`src/rtl/perif_uart_tx.sv`:
```
// Memory-mapped 8N1 UART transmitter with a TX FIFO, status and baud divisor.
// Stores queue bytes, loads return status/divisor on a combinational read path.
module perif_uart_tx #(
    parameter int FIFO_DEPTH  = 8,
    parameter int DIV_WIDTH   = 16,
    parameter int DEFAULT_DIV = 16
) (
    input  logic        clock,
    input  logic        reset,
    input  logic        perif_sel,
    input  logic [31:0] mem_address,
    input  logic        mem_write_en,
    input  logic        mem_read,
    input  logic [63:0] wdata,
    output logic [63:0] rdata,
    output logic        rdata_oe,
    output logic        tx_out,
    output logic        irq_empty
);
    localparam int PW = $clog2(FIFO_DEPTH);
    localparam int CW = PW + 1;

    typedef enum logic [1:0] {IDLE, START, DATA, STOP} state_t;

    state_t                state;
    logic [7:0]            fifo_mem [FIFO_DEPTH];
    logic [PW-1:0]         wr_ptr;
    logic [PW-1:0]         rd_ptr;
    logic [CW-1:0]         count;
    logic                  ovf;
    logic [DIV_WIDTH-1:0]  baud_div;
    logic [DIV_WIDTH-1:0]  cur_div;
    logic [DIV_WIDTH-1:0]  timer;
    logic [2:0]            bit_idx;
    logic [7:0]            shift;

    logic [1:0]  offset;
    logic        wr_en;
    logic        push_req;
    logic        push_ok;
    logic        pop;
    logic        empty;
    logic        full;
    logic        busy;
    logic        bit_done;
    logic [7:0]  head;
    logic [31:0] count32;
    logic [3:0]  cnt4;
    logic [63:0] status;
    logic        unused_bits;

    assign offset   = mem_address[4:3];
    assign wr_en    = perif_sel & mem_write_en;
    assign push_req = wr_en & (offset == 2'd0);
    assign empty    = (count == '0);
    assign full     = (count == CW'(FIFO_DEPTH));
    assign busy     = (state != IDLE);
    assign bit_done = (timer == cur_div - DIV_WIDTH'(1));
    assign pop      = ~empty & ((state == IDLE) | ((state == STOP) & bit_done));
    // A full FIFO still accepts a push when the FSM frees a slot on that edge.
    assign push_ok  = push_req & (~full | pop);
    assign head     = fifo_mem[rd_ptr];
    assign irq_empty = empty & (state == IDLE);
    assign unused_bits = ^{mem_address, wdata};

    assign count32 = 32'(count);
    assign cnt4    = (count32 > 32'd15) ? 4'hF : count32[3:0];
    assign status  = {56'b0, cnt4, ovf, busy, empty, full};

    assign rdata_oe = perif_sel & mem_read & ~mem_write_en;

    always_comb begin
        rdata = '0;
        if (rdata_oe) begin
            unique case (offset)
                2'd1:    rdata = status;
                2'd2:    rdata = 64'(baud_div);
                default: rdata = '0;
            endcase
        end
    end

    always_ff @(posedge clock) begin
        if (push_ok) begin
            fifo_mem[wr_ptr] <= wdata[7:0];
        end
    end

    always_ff @(posedge clock or negedge reset) begin
        if (!reset) begin
            wr_ptr <= '0;
            rd_ptr <= '0;
            count  <= '0;
            ovf    <= 1'b0;
        end else begin
            if (push_ok) wr_ptr <= wr_ptr + PW'(1);
            if (pop)     rd_ptr <= rd_ptr + PW'(1);
            if (push_ok & ~pop)      count <= count + CW'(1);
            else if (~push_ok & pop) count <= count - CW'(1);
            if (push_req & ~push_ok) begin
                ovf <= 1'b1;
            end else if (wr_en & (offset == 2'd1) & wdata[3]) begin
                ovf <= 1'b0;
            end
        end
    end

    always_ff @(posedge clock or negedge reset) begin
        if (!reset) begin
            baud_div <= DIV_WIDTH'(DEFAULT_DIV);
        end else if (wr_en & (offset == 2'd2)) begin
            baud_div <= (wdata[DIV_WIDTH-1:0] == '0) ? DIV_WIDTH'(1)
                                                     : wdata[DIV_WIDTH-1:0];
        end
    end

    // cur_div latches the divisor per bit so a mid-frame write waits for a boundary.
    always_ff @(posedge clock or negedge reset) begin
        if (!reset) begin
            state   <= IDLE;
            tx_out  <= 1'b1;
            timer   <= '0;
            cur_div <= DIV_WIDTH'(DEFAULT_DIV);
            bit_idx <= '0;
            shift   <= '0;
        end else begin
            unique case (state)
                IDLE: begin
                    tx_out <= 1'b1;
                    if (pop) begin
                        shift   <= head;
                        timer   <= '0;
                        cur_div <= baud_div;
                        state   <= START;
                        tx_out  <= 1'b0;
                    end
                end
                START: begin
                    if (bit_done) begin
                        timer   <= '0;
                        cur_div <= baud_div;
                        bit_idx <= '0;
                        state   <= DATA;
                        tx_out  <= shift[0];
                    end else begin
                        timer <= timer + DIV_WIDTH'(1);
                    end
                end
                DATA: begin
                    if (bit_done) begin
                        timer   <= '0;
                        cur_div <= baud_div;
                        if (bit_idx == 3'd7) begin
                            state  <= STOP;
                            tx_out <= 1'b1;
                        end else begin
                            shift   <= shift >> 1;
                            tx_out  <= shift[1];
                            bit_idx <= bit_idx + 3'd1;
                        end
                    end else begin
                        timer <= timer + DIV_WIDTH'(1);
                    end
                end
                STOP: begin
                    if (bit_done) begin
                        timer   <= '0;
                        cur_div <= baud_div;
                        if (pop) begin
                            shift  <= head;
                            state  <= START;
                            tx_out <= 1'b0;
                        end else begin
                            state  <= IDLE;
                            tx_out <= 1'b1;
                        end
                    end else begin
                        timer <= timer + DIV_WIDTH'(1);
                    end
                end
                default: state <= IDLE;
            endcase
        end
    end
endmodule

```
`config.mk`:
```
export PLATFORM = sky130hd
export DESIGN_NAME = perif_uart_tx
export DESIGN_NICKNAME = d
export VERILOG_FILES = /design/src/rtl/perif_uart_tx.sv
export SDC_FILE = /design/constraint.sdc
export NUM_CORES = 1
export LEC_CHECK = 0
export ABC_AREA = 1
export CAP_MARGIN = 40
export CORE_MARGIN = 1
export CORE_UTILIZATION = 51
export CTS_CLUSTER_DIAMETER = 100
export DETAILED_ROUTE_END_ITERATION = 10
export PLACE_DENSITY = 0.81
export SLEW_MARGIN = 20
export SYNTH_ARGS = -nofsm -noshare
export SYNTH_HDL_FRONTEND = slang
export SYNTH_SLANG_ARGS = --single-unit
```
`constraint.sdc`:
```
create_clock -name clock -period 3.9 [get_ports clock]
set_input_delay 0.585 -clock clock [delete_from_list [all_inputs] [get_ports clock]]
set_output_delay 0.585 -clock clock [all_outputs]
set_load 0.05 [all_outputs]
```
==> run metrics, run 1 <==
Setup CP Type=reg -> reg; first-pass GRT wire length=24.7 mm; Hold Path Class=in -> async; most frequent cell after synthesis=nand2_1; drt pass-1 iters=5; Max Clock Skew=0.00709 ns; Min Clock Period, post-route=roughly 3.5 ns; post-synthesis sequential area ratio=51.3%; RSZ-0062 raised after global routing=false; clock sinks=137; global route total overflow=0; largest net degree at the start of global routing=43; Top-Level Pins=approximately 170; Total Wirelength=14.9 mm; launching element type of the critical path=flop; fin nets=998; Routed Antenna Nets=0; initial antenna violation count=0; Max Slew Vio Count=0; cts bufs inserted=17; # DRC=0; Post-synth ARST share=53.3%; ratio of cells with drive above 1 in the final layout=9.32%; Yosys Warn Count=0; synth cell count leaders=175 x nand2_1, 108 x nor2_1, 70 x dfrtp_1, 70 x o21ai_0, 65 x inv_1; Crit. End Element=flop; port bufs=41; DR vias=5,641; Yosys reg bits=137; Die Y-Extent=between 100 and 150 microns; cell count after synthesis=822; Die W=122 microns; die area=roughly 0.015 sq mm; Worst-path clk slew=0.06 ns; pwr/cell area=between 700 and 800 mW/mm^2; Crit Path Max Fanout=9; status=complete, no violations; Iter 0 DRT Violations=338; final worst-path cycle share=90.5%; crit path DAT=about 3.9 ns; Fill cells=1,109; Synth top area share=26.3%; setup TNS=0 ns; Syn Area/Cell=8.90 sq um; top_reg_cell synth=dfrtp_1; Root Driver=clkbuf_16; EDFF count, synth=64; Final HPWL DP=10.6 mm; slowest cell on the critical path=dfrtp_1; CP bufs+invs=3; crit path cell chain=inv_2 > ha_2 > nand2_2 > nor2_4 > nand2_1 > xor2_1 > nand2_1 > nor2_2 > nand3_2 > nand2_4 > nand3_4 > nand2_2 > nand2_4 > inv_2 > ha_1 > inv_1 > ha_1 > a21o_1 > a21oi_1 > nor2_1 > nor2_1 > xor2_1; core box area=0.0139 sq mm; Peak Freq=between 200 and 300 MHz; routability cong.=0.912; Synth cell types=44; worst slack, placed=around 0.30 ns; Multi-input gate area=roughly 0.0030 sq mm; Worst slew margin=60.1%; htree depth=4; Crit path max-delay family=simple AND/OR/NAND/NOR gates; Area Overhead vs Synth=15.3%; CP required=4.25 ns; Via density=~5.3; final hold vios=0; CTS tree=done; Sequential Area=0.00375 sq mm; Initial Util=roughly 52%; post-synthesis cell area=0.00731 sq mm; maximum vdd ir drop=0.422 mV; FF-to-FF Start=cur_div[0]; Worst Tran Pin Value=0.599 ns; Crit path largest cell delay=0.43 ns; MaxCap Viol Count=0; ant diodes=0; Worst-Skew Late Latency=0.43 ns; vias in the first global route=5,182; top cells by area, synth=edfxtp_1 26%, dfrtp_1 24%, nand2_1 9.0%; endpoints failing setup=0; Worst Setup SP=cur_div[0]; wire per inst=13.9 microns; clk buf depth=2; Setup Fix Bufs, Post-CTS=0; Total Routing Usage GR=21.8%; leading area contributor after synthesis=edfxtp_1; final worst setup slack=0.370 ns; row count=43; Lkg Pwr=3.66 nW
==> worst reg2reg max path: cells and delay by family, from the launching register on <==
| family | cells | cell delay [ns] |
|---|---|---|
| AND/OR/NAND/NOR | 12 | 1.36 |
| adder cells (fa/ha/maj) | 3 | 0.71 |
| flip-flops | 1 | 0.43 |
| XOR/XNOR | 2 | 0.35 |
| AO/OA/AOI/OAI | 2 | 0.34 |
| buffers and inverters | 3 | 0.29 |
==> state kept, by name, indices dropped and copies added (netlist names) <==
signal	cells
baud_div	16
bit_idx	3
count	4
cur_div	16
fifo_mem	64
ovf	1
rd_ptr	3
shift	8
state	2
timer	16
tx_out	1
wr_ptr	3
==> cell type report <==
class / instances / area share [%]
inverters: 71 / 3.16
multi-input cells: 592 / 36.0
clock buffers: 18 / 5.09
clock inverters: 14 / 1.90
well taps: 180 / 2.67
flip-flops and latches: 137 / 44.5
repair buffers: 59 / 6.68
==> timing repair <==
item | 4_1_cts | 5_1_grt
resized for setup | 0 | 2
setup endpoints to repair | 0 | 1
hold buffers | 0 | 0
==> kinds of logic after synthesis <==
| kind of cell | Yosys count | share of synthesized area (%) |
|---|---|---|
| mux | 8 | 1.21 |
| compound gates | 120 | 9.03 |
| other cells | 1 | 0.0513 |
| fa+ha+maj | 19 | 3.35 |
| flops | 137 | 51.3 |
| xor+xnor | 31 | 3.71 |
| buf+inv | 140 | 9.70 |
| simple gates | 366 | 21.6 |
==> power breakdown <==
group | internal [W] | switching (W)
registers | 0.00178 | 0.000288
clock network | 0.000956 | 0.000645
logic | 0.000802 | 0.00154
total | 0.00354 | 0.00247
==> worst paths after layout <==
kind	cells after the start	slack (ns)	endpoint
max	22	0.37	count[3]
min	1	0.11	baud_div[0]
max reg2reg	22	0.37	count[3]
min reg2reg	2	0.47	shift[4]
max in group asynchronous	2	3.17	tx_out
min in group clock	2	0.47	shift[4]
==> per-stage QoR <==
step | instance area, sq um | power, W | utilization (%) | cells | hold WS [ns]
after CTS | 8420 | 0.00601 | 60.4 | 1071 | 0.105
after detailed placement | 7830 | 0.00440 | 56.2 | 1039 | 0.459
after floorplan | 7490 | 0.00388 | - | 869 | 0.289
after global routing | 8430 | 0.00645 | 60.5 | 1071 | 0.125
after global placement | 7800 | 0.00430 | 56.0 | 1037 | 0.455
final | 8430 | 0.00601 | 60.5 | 1071 | 0.106
==> cell usage in the layout, fill, tap and decap left out, drive strengths merged, types with 5 or more instances in the layout <==
cell / n
nand2: 183
nor2: 114
inv: 75
o21ai: 71
dfrtp: 70
edfxtp: 64
conb: 48
nand3: 45
clkdlybuf4s50: 40
o22ai: 24
xor2: 23
buf: 19
ha: 18
clkbuf: 18
a21oi: 11
xnor2: 8
nand4: 8
mux2: 7
a31oi: 7
nor4: 5
nor3: 5
clkinv: 5
==> routing by layer <==
| metal | global-route usage, % | vias up | routed length [microns] | part of all wire [%] |
|---|---|---|---|---|
| met5 | 0 | - | 0 | 0 |
| met4 | 9.10 | 0 | 325 | 2.2 |
| met3 | 5.43 | 33 | 897 | 6.0 |
| met2 | 34.4 | 191 | 7180 | 48 |
| met1 | 28.5 | 2667 | 6490 | 44 |
| li1 | - | 2750 | - | - |
Power figures use the tool's default switching activity.
==> run 2: changes to the inputs <==
--- a/config.mk
+++ b/config.mk
@@ -10,8 +10,10 @@
 export CORE_MARGIN = 1
 export CORE_UTILIZATION = 51
 export CTS_CLUSTER_DIAMETER = 100
+export CTS_CLUSTER_SIZE = 30
 export DETAILED_ROUTE_END_ITERATION = 10
 export PLACE_DENSITY = 0.81
+export SKIP_LAST_GASP = 1
 export SLEW_MARGIN = 20
 export SYNTH_ARGS = -nofsm -noshare
 export SYNTH_HDL_FRONTEND = slang
==> results of run 2 <==
No change in the layout: final DEF, timing and power equal those of run 1.
